$ cat src/rtl/fp16_seq_pkg.sv
// Shared types and sizes for the FP16 operand sequencer.
package fp16_seq_pkg;

  localparam int SEQ_W   = 16;
  localparam int NIBBLES = SEQ_W / 4;

  typedef enum logic [1:0] {
    ENTER_A = 2'd0,
    ENTER_B = 2'd1,
    CALC    = 2'd2,
    SHOW    = 2'd3
  } seq_state_t;

endpackage

$ cat src/rtl/fp16_operand_sequencer_if.sv
// Bus between the operand sequencer, the board switches/button, the adder and the display.
interface fp16_operand_sequencer_if #(
  parameter int W = 16
);

  logic         enter_raw;
  logic [W-1:0] sw;
  logic [W-1:0] sum;
  logic [W-1:0] op_a;
  logic [W-1:0] op_b;
  logic [3:0]   HEX0;
  logic [3:0]   HEX1;
  logic [3:0]   HEX2;
  logic [3:0]   HEX3;
  logic         load;
  logic [1:0]   phase;

  modport master (
    input  enter_raw, sw, sum,
    output op_a, op_b, HEX0, HEX1, HEX2, HEX3, load, phase
  );

  modport slave (
    output enter_raw, sw, sum,
    input  op_a, op_b, HEX0, HEX1, HEX2, HEX3, load, phase
  );

endinterface

$ cat src/rtl/button_debounce.sv
// Push-button debouncer: level follows raw after DEBOUNCE_CYCLES stable mismatched samples,
// press pulses once on the cycle after the level rises.
module button_debounce #(
  parameter int DEBOUNCE_CYCLES = 500000
) (
  input  logic clock,
  input  logic reset,
  input  logic raw,
  output logic level,
  output logic press
);

  localparam int            CW   = $clog2(DEBOUNCE_CYCLES + 1);
  localparam logic [CW-1:0] LAST = CW'(DEBOUNCE_CYCLES - 1);

  logic [CW-1:0] count;
  logic          level_d;

  always_ff @(posedge clock) begin
    if (reset) begin
      level   <= 1'b0;
      level_d <= 1'b0;
      count   <= '0;
      press   <= 1'b0;
    end else begin
      level_d <= level;
      press   <= level & ~level_d;
      // Counter never wraps: it clears on a match or on the flip itself.
      if (raw == level) begin
        count <= '0;
      end else if (count == LAST) begin
        level <= raw;
        count <= '0;
      end else begin
        count <= count + 1'b1;
      end
    end
  end

endmodule

$ cat src/rtl/fp16_operand_sequencer.sv
// Front end of the FP16 adder board: steps through operand A, operand B and sum capture,
// and feeds the 7-segment controller with the value to show plus a load strobe.
module fp16_operand_sequencer
  import fp16_seq_pkg::*;
#(
  parameter int DEBOUNCE_CYCLES = 500000,
  parameter int W               = 16
) (
  input logic                    clock,
  input logic                    reset,
  fp16_operand_sequencer_if.master bus
);

  seq_state_t   state;
  logic [W-1:0] op_a;
  logic [W-1:0] op_b;
  logic [W-1:0] sum_q;
  logic [W-1:0] shown;
  logic         load;
  logic         press;
  logic         unused_level;
  logic [3:0]   digit [NIBBLES];

  button_debounce #(
    .DEBOUNCE_CYCLES(DEBOUNCE_CYCLES)
  ) u_debounce (
    .clock (clock),
    .reset (reset),
    .raw   (bus.enter_raw),
    .level (unused_level),
    .press (press)
  );

  always_ff @(posedge clock) begin
    if (reset) begin
      state <= ENTER_A;
      op_a  <= '0;
      op_b  <= '0;
      sum_q <= '0;
      load  <= 1'b0;
    end else begin
      load <= 1'b0;
      unique case (state)
        ENTER_A: if (press) begin
          op_a  <= bus.sw;
          state <= ENTER_B;
          load  <= 1'b1;
        end
        ENTER_B: if (press) begin
          op_b  <= bus.sw;
          state <= CALC;
        end
        // One cycle so the combinational adder settles on the new op_b; presses here are dropped.
        CALC: begin
          sum_q <= bus.sum;
          state <= SHOW;
          load  <= 1'b1;
        end
        SHOW: if (press) begin
          state <= ENTER_A;
          load  <= 1'b1;
        end
        default: state <= ENTER_A;
      endcase
    end
  end

  always_comb begin
    shown = (state == ENTER_A || state == ENTER_B) ? bus.sw : sum_q;
    for (int i = 0; i < NIBBLES; i++) begin
      digit[i] = shown[W-1-4*i -: 4];
    end
  end

  assign bus.op_a  = op_a;
  assign bus.op_b  = op_b;
  assign bus.HEX0  = digit[0];
  assign bus.HEX1  = digit[1];
  assign bus.HEX2  = digit[2];
  assign bus.HEX3  = digit[3];
  assign bus.load  = load;
  assign bus.phase = state;

endmodule

$ cat src/flat_wrapper.sv
// flat-port wrapper written by rule: the top's interface ports become plain ports
module fp16_operand_sequencer_flat import fp16_seq_pkg::*;
#(
  parameter int DEBOUNCE_CYCLES = 500000,
  parameter int W               = 16
)
  (clock, reset, bus_enter_raw, bus_sw, bus_sum, bus_op_a, bus_op_b, bus_HEX0, bus_HEX1, bus_HEX2, bus_HEX3, bus_load, bus_phase);
  fp16_operand_sequencer_if #(.W(W)) bus_i ();
  input logic clock;
  input logic reset;
  input wire logic [$bits(bus_i.enter_raw)-1:0] bus_enter_raw;
  input wire logic [$bits(bus_i.sw)-1:0] bus_sw;
  input wire logic [$bits(bus_i.sum)-1:0] bus_sum;
  output wire logic [$bits(bus_i.op_a)-1:0] bus_op_a;
  output wire logic [$bits(bus_i.op_b)-1:0] bus_op_b;
  output wire logic [$bits(bus_i.HEX0)-1:0] bus_HEX0;
  output wire logic [$bits(bus_i.HEX1)-1:0] bus_HEX1;
  output wire logic [$bits(bus_i.HEX2)-1:0] bus_HEX2;
  output wire logic [$bits(bus_i.HEX3)-1:0] bus_HEX3;
  output wire logic [$bits(bus_i.load)-1:0] bus_load;
  output wire logic [$bits(bus_i.phase)-1:0] bus_phase;
  assign bus_i.enter_raw = bus_enter_raw;
  assign bus_i.sw = bus_sw;
  assign bus_i.sum = bus_sum;
  assign bus_op_a = bus_i.op_a;
  assign bus_op_b = bus_i.op_b;
  assign bus_HEX0 = bus_i.HEX0;
  assign bus_HEX1 = bus_i.HEX1;
  assign bus_HEX2 = bus_i.HEX2;
  assign bus_HEX3 = bus_i.HEX3;
  assign bus_load = bus_i.load;
  assign bus_phase = bus_i.phase;
  fp16_operand_sequencer #(.DEBOUNCE_CYCLES(DEBOUNCE_CYCLES), .W(W)) u_core (.clock(clock), .reset(reset), .bus(bus_i));
endmodule
$ cat config.mk
export PLATFORM = sky130hd
export DESIGN_NAME = fp16_operand_sequencer_flat
export DESIGN_NICKNAME = d
export VERILOG_FILES = /design/src/rtl/fp16_seq_pkg.sv /design/src/rtl/fp16_operand_sequencer_if.sv /design/src/rtl/button_debounce.sv /design/src/rtl/fp16_operand_sequencer.sv /design/src/flat_wrapper.sv
export SDC_FILE = /design/constraint.sdc
export NUM_CORES = 1
export LEC_CHECK = 0
export BUFFER_PORTS_ARGS = -buffer_cell sky130_fd_sc_hd__buf_2
export CAP_MARGIN = 20
export CORE_MARGIN = 8
export CORE_UTILIZATION = 52
export DETAILED_ROUTE_END_ITERATION = 7
export PLACE_DENSITY = 0.9
export SLEW_MARGIN = 30
export SYNTH_ARGS = -nofsm -noshare
export SYNTH_HDL_FRONTEND = slang
export SYNTH_SLANG_ARGS = --single-unit
$ cat constraint.sdc
create_clock -name clock -period 2.3 [get_ports clock]
set_input_delay 0.345 -clock clock [delete_from_list [all_inputs] [get_ports clock]]
set_output_delay 0.345 -clock clock [all_outputs]
set_load 0.02 [all_outputs]
==> results of run 1 <==
per-stage QoR:
stage	power (mW)	hold slack (ns)	instances	setup TNS [ns]
6_report	2.73	0.236	513	0
5_1_grt	2.83	0.247	513	-0.00663
4_1_cts	2.73	0.230	513	0
3_5_place_dp	1.76	0.384	498	0
3_3_place_gp	1.75	0.373	498	0
2_1_floorplan	1.61	0.368	352	0
cells by family after synthesis:
| group | Yosys count |
|---|---|
| xor gates and xnor gates | 16 |
| muxes | 33 |
| and+or+nand+nor | 155 |
| DFF | 73 |
| AOI/OAI and AO/OA | 41 |
| adders and majority gates | 7 |
| buffers and inverters | 27 |
worst paths after layout:
| check | startpoint | to | depth (start not counted) |
|---|---|---|---|
| max | u_core.bus.phase[0] | bus_HEX1[3] | 6 |
| min | bus_sum[10] | u_core.sum_q[10] | 3 |
| max reg2reg | u_core.bus.phase[0] | u_core.bus.phase[0] | 5 |
| min reg2reg | u_core.u_debounce.level_d | u_core.u_debounce.press | 1 |
routing by layer:
metal,up-vias,routed length (µm),track usage
met5,-,0,0
met4,0,238,0.110
met3,28,762,0.0623
met2,137,4070,0.320
met1,1306,3120,0.197
li1,1346,-,-
flip-flops by register name, indices dropped and copies added, names as in the netlist:
register	cells
u_core.bus.load	1
u_core.bus.op_a	16
u_core.bus.op_b	16
u_core.bus.phase	2
u_core.sum_q	16
u_core.u_debounce.count	19
u_core.u_debounce.level	1
u_core.u_debounce.level_d	1
u_core.u_debounce.press	1
where the power goes:
group	leakage, nW	switching, mW	total [mW]	internal, mW
sequential	0.589	0.0143	1.29	1.28
combinational	0.829	0.272	0.481	0.209
clock	0.0978	0.441	0.953	0.513
total	1.52	0.727	2.73	2.00
area by class of cell:
cell class,count,share of cell area
well taps,75,0.0249
clock inverters,4,0.0120
clock buffers,10,0.0365
repair buffers,93,0.130
multi-input cells,252,0.402
flip-flops and latches,73,0.389
inverters,6,0.00598
worst min-delay path: cells and delay by family:
kind,cells,cell delay (ns)
multiplexers,1,0.05
AND/OR/NAND/NOR,1,0.07
buffers and inverters,1,0.07
timing repair:
action / in CTS / in global routing
gates resized for setup: 5 / 3
hold buffers: 0 / 0
hold endpoints to repair: 0 / 0
cloned: 1 / 0
setup endpoints to repair: 12 / 16
layout by cell type (no fill, tap or decap), types with 2 or more instances in the layout:
cell / Yosys / final
inv_1: 6 / 6
mux2_2: 16 / 16
ha_2: 0 / 2
buf_4: 0 / 7
and3_1: 2 / 2
xor2_1: 10 / 10
nand4_1: 11 / 11
nand3_1: 6 / 6
or3_1: 2 / 2
nor3_1: 5 / 5
a21oi_1: 34 / 34
and2_1: 3 / 3
mux2i_1: 17 / 17
clkbuf_8: 0 / 10
ha_1: 7 / 5
nor2_1: 40 / 39
buf_2: 6 / 85
o21ai_0: 4 / 4
nor4_1: 3 / 3
xnor2_1: 6 / 6
nor4b_1: 2 / 2
dfxtp_1: 73 / 71
nand2_1: 71 / 71
and4_1: 3 / 3
dfxtp_2: 0 / 2
clkinv_2: 0 / 3
==> results by group, run 1 <==
STA
  – Fin Clk Skew: 0.00813 ns
  – Fmax: 454 MHz
  – Endpoints failing hold: 0
  – Worst-Margin Slew: 0.598 ns
  – Worst setup margin: 0.0961 ns
  – Slew Limit Fails: 0
  – Minimum clock period: 2.20 ns
  – Slew Limit Headroom: 0.601
  – Tcrit/Tclk final: 0.958
  – Setup violators final: 0

Worst setup path
  – Reg2Reg Setup Slack: 0.54 ns
  – Element type at the critical path start: flop
  – CP Buf/Inv Count: 3
  – Critical path's top delay family: buffers and inverters
  – Slowest cell on crit path: dfxtp_2
  – Worst-path fanout max: 6
  – CP endpoint kind: output pin
  – Critical-path cell list: inv_1 > ha_2 > nor2_4 > buf_4 > mux2_2 > buf_2
  – Worst EP arrival: 1.86 ns
  – Setup CP Type: flop to output pin
  – CP peak stage delay: 0.37 ns
  – WP data required: 1.96 ns

Cells and area
  – Layout fillers: 451
  – Fin area: 3770 µm²
  – Layout cells sized above 1: 0.306
  – Post-route core utilization: 0.648
  – Area occupied by registers: 1460 µm²
  – Area Growth Syn to Fin: 22.5%
  – # diodes: 0
  – Area of the multi-input gates: 1520 µm²
  – Layout Nets: 477

Pwr
  – P_leak: 1.52 nW
  – Power density over the cells: 724 nW/µm²
  – VDD IR max: 380 µV

Yosys
  – Number of synthesized flops with an enable pin: 0
  – Adder-Cell Fraction of Synth Area: 0.0285
  – Synth Warn #: 0
  – Post-synth top area share: 0.475
  – Post-synth top cells: dfxtp_1, nand2_1, nor2_1
  – Cell with the most instances after synthesis: dfxtp_1
  – Syn Nets: 394
  – Ys async rst share: 0
  – Seq cells post-synth: 73
  – Yosys cell types: 33
  – Syn avg cell area: 8.73 µm²
  – Largest family of logic cells by synthesized area: simple AND/OR/NAND/NOR gates
  – Top cells by area, synth: dfxtp_1, nand2_1, mux2_2
  – Mapped cell area: 3070 µm²
  – Post-Synth Simple-Gate Area: 0.231
  – Register area share after synthesis: 0.475
  – Main flop type after synthesis: dfxtp_1
  – Cell taking the most area after synthesis: dfxtp_1
  – Synth Area in Compound Gates: 0.0700
  – Cells after Synth: 352
  – Post-synthesis xor/xnor area fraction: 0.0456
  – Mux share of post-synthesis cell area: 0.114

Die
  – IO Pins: 86
  – Starting Density: 0.529
  – FP Rows: 28
  – Horiz. Die Dim: 92.9 µm
  – Die area: 8630 µm²
  – Core area: 5820 µm²
  – Die height: 92.9 µm

Clock network
  – Clock tree buffer depth: 2
  – Clk sinks: 73
  – CTS Root Cell: clkbuf_8
  – Total CTS buffers: 9
  – Clock-pin transition on the worst setup and hold timing paths: 0.07 ns
  – Setup Buffers After CTS: 0
  – Clock latency on the worst-skew pair: 0.34 ns
  – CTS H-tree lvls: 3
  – TritonCTS clock tree: done

Detailed routing
  – Drt via density: 5.49
  – Drt first pass iters: 5
  – Via count: 2817
  – Routed Antenna Nets: 0
  – Routed Wire Length: 8180 µm
  – Wire per inst: 16.0 µm
  – Detailed router's first-iteration violation count: 178
  – Drt drc: 0

Global routing
  – Grt ovf: 0
  – Vias in the first global route: 2791
  – First-pass GRT wire length: 13100 µm
  – Initial antenna violation count: 0
  – Global Route Usage Sum: 0.187
  – Largest net degree at the start of global routing: 41

Place
  – Detailed placement HPWL: 6000 µm
  – Placed cell areas: 3560 µm²
  – IO buf count: 85
  – Gpl congestion: 0.895
  – Pre-CTS setup slack: 0.273 ns

Job
  – Max Cap Viol: 0

Outcome
  – Run status: completed

Min path
  – Hold crit path type: primary input to flop
No activity file was read; power rests on OpenSTA's default activity.
==> run 2: changes to the inputs <==
--- a/config.mk
+++ b/config.mk
@@ -7,8 +7,10 @@
 export LEC_CHECK = 0
 export BUFFER_PORTS_ARGS = -buffer_cell sky130_fd_sc_hd__buf_2
 export CAP_MARGIN = 20
+export CORE_ASPECT_RATIO = 0.6
 export CORE_MARGIN = 8
 export CORE_UTILIZATION = 52
+export CTS_CLUSTER_DIAMETER = 50
 export DETAILED_ROUTE_END_ITERATION = 7
 export PLACE_DENSITY = 0.9
 export SLEW_MARGIN = 30
==> run 2 against run 1 <==
  * Sequential power about the same
  * Clock power up 18%
  * Clock skew down 0.0015 ns
  * Critical endpoint is now bus_HEX3[3]
  * Design area up 1.4%
  * Highest routed layer unchanged
==> results by group, run 2 (synthesized netlist as in run 1, its figures left out) <==
Clock network
  – Setup Buffers After CTS: 0 (unchanged)
  – CTS H-tree lvls: 3 (unchanged)
  – Clk sinks: 73 (unchanged)
  – TritonCTS clock tree: done
  – Clock-pin transition on the worst setup and hold timing paths: 0.08 ns (about the same)
  – CTS Root Cell: clkbuf_8
  – Clock tree buffer depth: 2 (unchanged)
  – Total CTS buffers: 9 (unchanged)
  – Clock latency on the worst-skew pair: 0.34 ns (about the same)

Cells and area
  – Fin area: 3820 µm² (+1.4%)
  – Layout fillers: 459 (+1.8%)
  – Layout cells sized above 1: 0.309 (+0.00315)
  – Largest reg by FF count: u_core.u_debounce.count
  – Area of the multi-input gates: 1520 µm² (unchanged)
  – Area Growth Syn to Fin: 24.3%
  – Layout Nets: 477 (unchanged)
  – Fin cells: 520 (+1.4%)
  – # diodes: 0 (unchanged)
  – Max FFs per register: 19 (unchanged)
  – Commonest non-fill, non-tap cell in the layout: buf_2
  – Area occupied by registers: 1460 µm² (unchanged)
  – Most frequent cells in the layout: buf_2, nand2_1, dfxtp_1

Global routing
  – Largest net degree at the start of global routing: 53 (+29%)
  – Initial antenna violation count: 0 (unchanged)
  – Global Route Usage Sum: 0.187 (-0.000756)
  – Vias in the first global route: 2592 (-7.1%)
  – Grt ovf: 0 (unchanged)
  – First-pass GRT wire length: 12700 µm (-2.5%)

Detailed routing
  – Drt drc: 0 (unchanged)
  – M1 wire length: 3660 µm (+17%)
  – Via count: 2783 (-1.2%)
  – Detailed router's first-iteration violation count: 319 (+79%)
  – Drt via density: 5.35 (-2.5%)
  – Max Used Layer: met4
  – Routed Antenna Nets: 0 (unchanged)
  – Drt first pass iters: 5 (unchanged)
  – Routed wl met3: 711 µm (-6.7%)
  – Routed Wire Length: 8290 µm (+1.3%)
  – DR WL met2: 3840 µm (-5.7%)
  – Wire per inst: 15.9 µm (-0.10%)

STA
  – Worst-Margin Slew: 0.624 ns (+0.0257 ns)
  – Fin Setup TNS: 0 ns (unchanged)
  – Slew Limit Fails: 0 (unchanged)
  – RSZ-0062 raised after global routing: false
  – Fin Clk Skew: 0.00664 ns (-0.00149 ns)
  – Minimum clock period: 2.21 ns (+0.00909 ns)
  – Slew Limit Headroom: 0.584 (-0.0171)
  – Fmax: 452 MHz (-0.41%)
  – Endpoints failing hold: 0 (unchanged)
  – Setup violators final: 0 (unchanged)
  – Tcrit/Tclk final: 0.962 (+0.00395)

Die
  – IO Pins: 86 (unchanged)
  – Horiz. Die Dim: 115 µm (+24%)
  – Die height: 75.6 µm (-19%)
  – FP Rows: 21 (-25%)
  – Die area: 8710 µm² (+0.94%)
  – Core area: 5650 µm² (-2.9%)
  – Starting Density: 0.544 (+0.0156)

Min path
  – Hold crit path type: primary input to flop

Job
  – Max Cap Viol: 0 (unchanged)

Worst setup path
  – Element type at the critical path start: flop
  – Worst-path fanout max: 6 (unchanged)
  – Setup CP Type: flop to output pin
  – CP endpoint kind: output pin
  – WP data required: 1.96 ns (about the same)
  – Worst EP arrival: 1.87 ns (about the same)

Place
  – Placed cell areas: 3560 µm² (+0.18%)
  – Detailed placement HPWL: 6210 µm (+3.5%)
  – Gpl congestion: 0.889 (-0.70%)
  – Dpl cells: 503 (+1.0%)
  – IO buf count: 85 (unchanged)

Pwr
  – Tot Pwr: 2.90 mW (+6.3%)
  – P_leak: 1.53 nW (+0.86%)
  – VDD IR max: 460 µV (+21%)
  – Power density over the cells: 758 nW/µm² (+4.8%)

Outcome
  – Run status: completed
run 2: changes by cell type in the layout (fill, tap and decap cells not counted):
cell,change
buf_4,-1
buf_6,+1
bufinv_16,+1
clkbuf_8,-1
clkinv_2,-3
clkinv_4,+2
clkinvlp_4,+1
inv_6,+2
run 2: metal layers:
| metal | vias up | GRT usage |
|---|---|---|
| met5 | - | 0 |
| met4 | 0 | 0.0549 |
| met3 | 11 | 0.0514 |
| met2 | 124 | 0.299 |
| met1 | 1296 | 0.242 |
| li1 | 1352 | - |
run 2: worst max-delay path: stages (launching register included):
cell and delay, ns:
dfxtp_2 0.38, inv_1 0.10, ha_2 0.23, nor2_4 0.17
buf_6 0.16, mux2_2 0.34, buf_2 0.16
run 2: through the flow:
step	worst slack [ns]	util	hold WS [ns]
floorplan	0.0794	-	0.368
global placement	0.422	0.631	0.374
detailed placement	0.277	0.631	0.379
CTS	0.00124	0.673	0.227
global route	0.0167	0.676	0.232
finish	0.0870	0.676	0.237
run 2: what timing repair did:
| item | in CTS | in global routing |
|---|---|---|
| pin swaps | 0 | 1 |
| hold buffers | 0 | 0 |
| resized for setup | 4 | 5 |
| setup endpoints to repair | 16 | 16 |
| gates cloned | 0 | 1 |
run 2: cell type report:
cell class / count / area share
multi-input cells: 252 / 0.397
flip-flops and latches: 73 / 0.383
repair buffers: 93 / 0.129
clock buffers: 9 / 0.0324
clock inverters: 7 / 0.0268
well taps: 80 / 0.0262
inverters: 6 / 0.00589
run 2: path summary, 6_finish.rpt:
| check | startpoint | to | slack (ns) | cells after the start |
|---|---|---|---|---|
| setup reg to reg | u_core.u_debounce.count[0] | u_core.u_debounce.level | 0.51 | 5 |
| hold / removal | bus_sum[11] | u_core.sum_q[11] | 0.24 | 3 |
| setup / recovery | u_core.bus.phase[0] | bus_HEX3[3] | 0.09 | 6 |
| hold reg to reg | u_core.u_debounce.level_d | u_core.u_debounce.press | 0.39 | 1 |
run 2: where the power goes:
part	leakage, nW	internal [mW]	switching (mW)
sequential	0.589	1.28	0.0147
combinational	0.830	0.213	0.276
clock	0.110	0.622	0.496
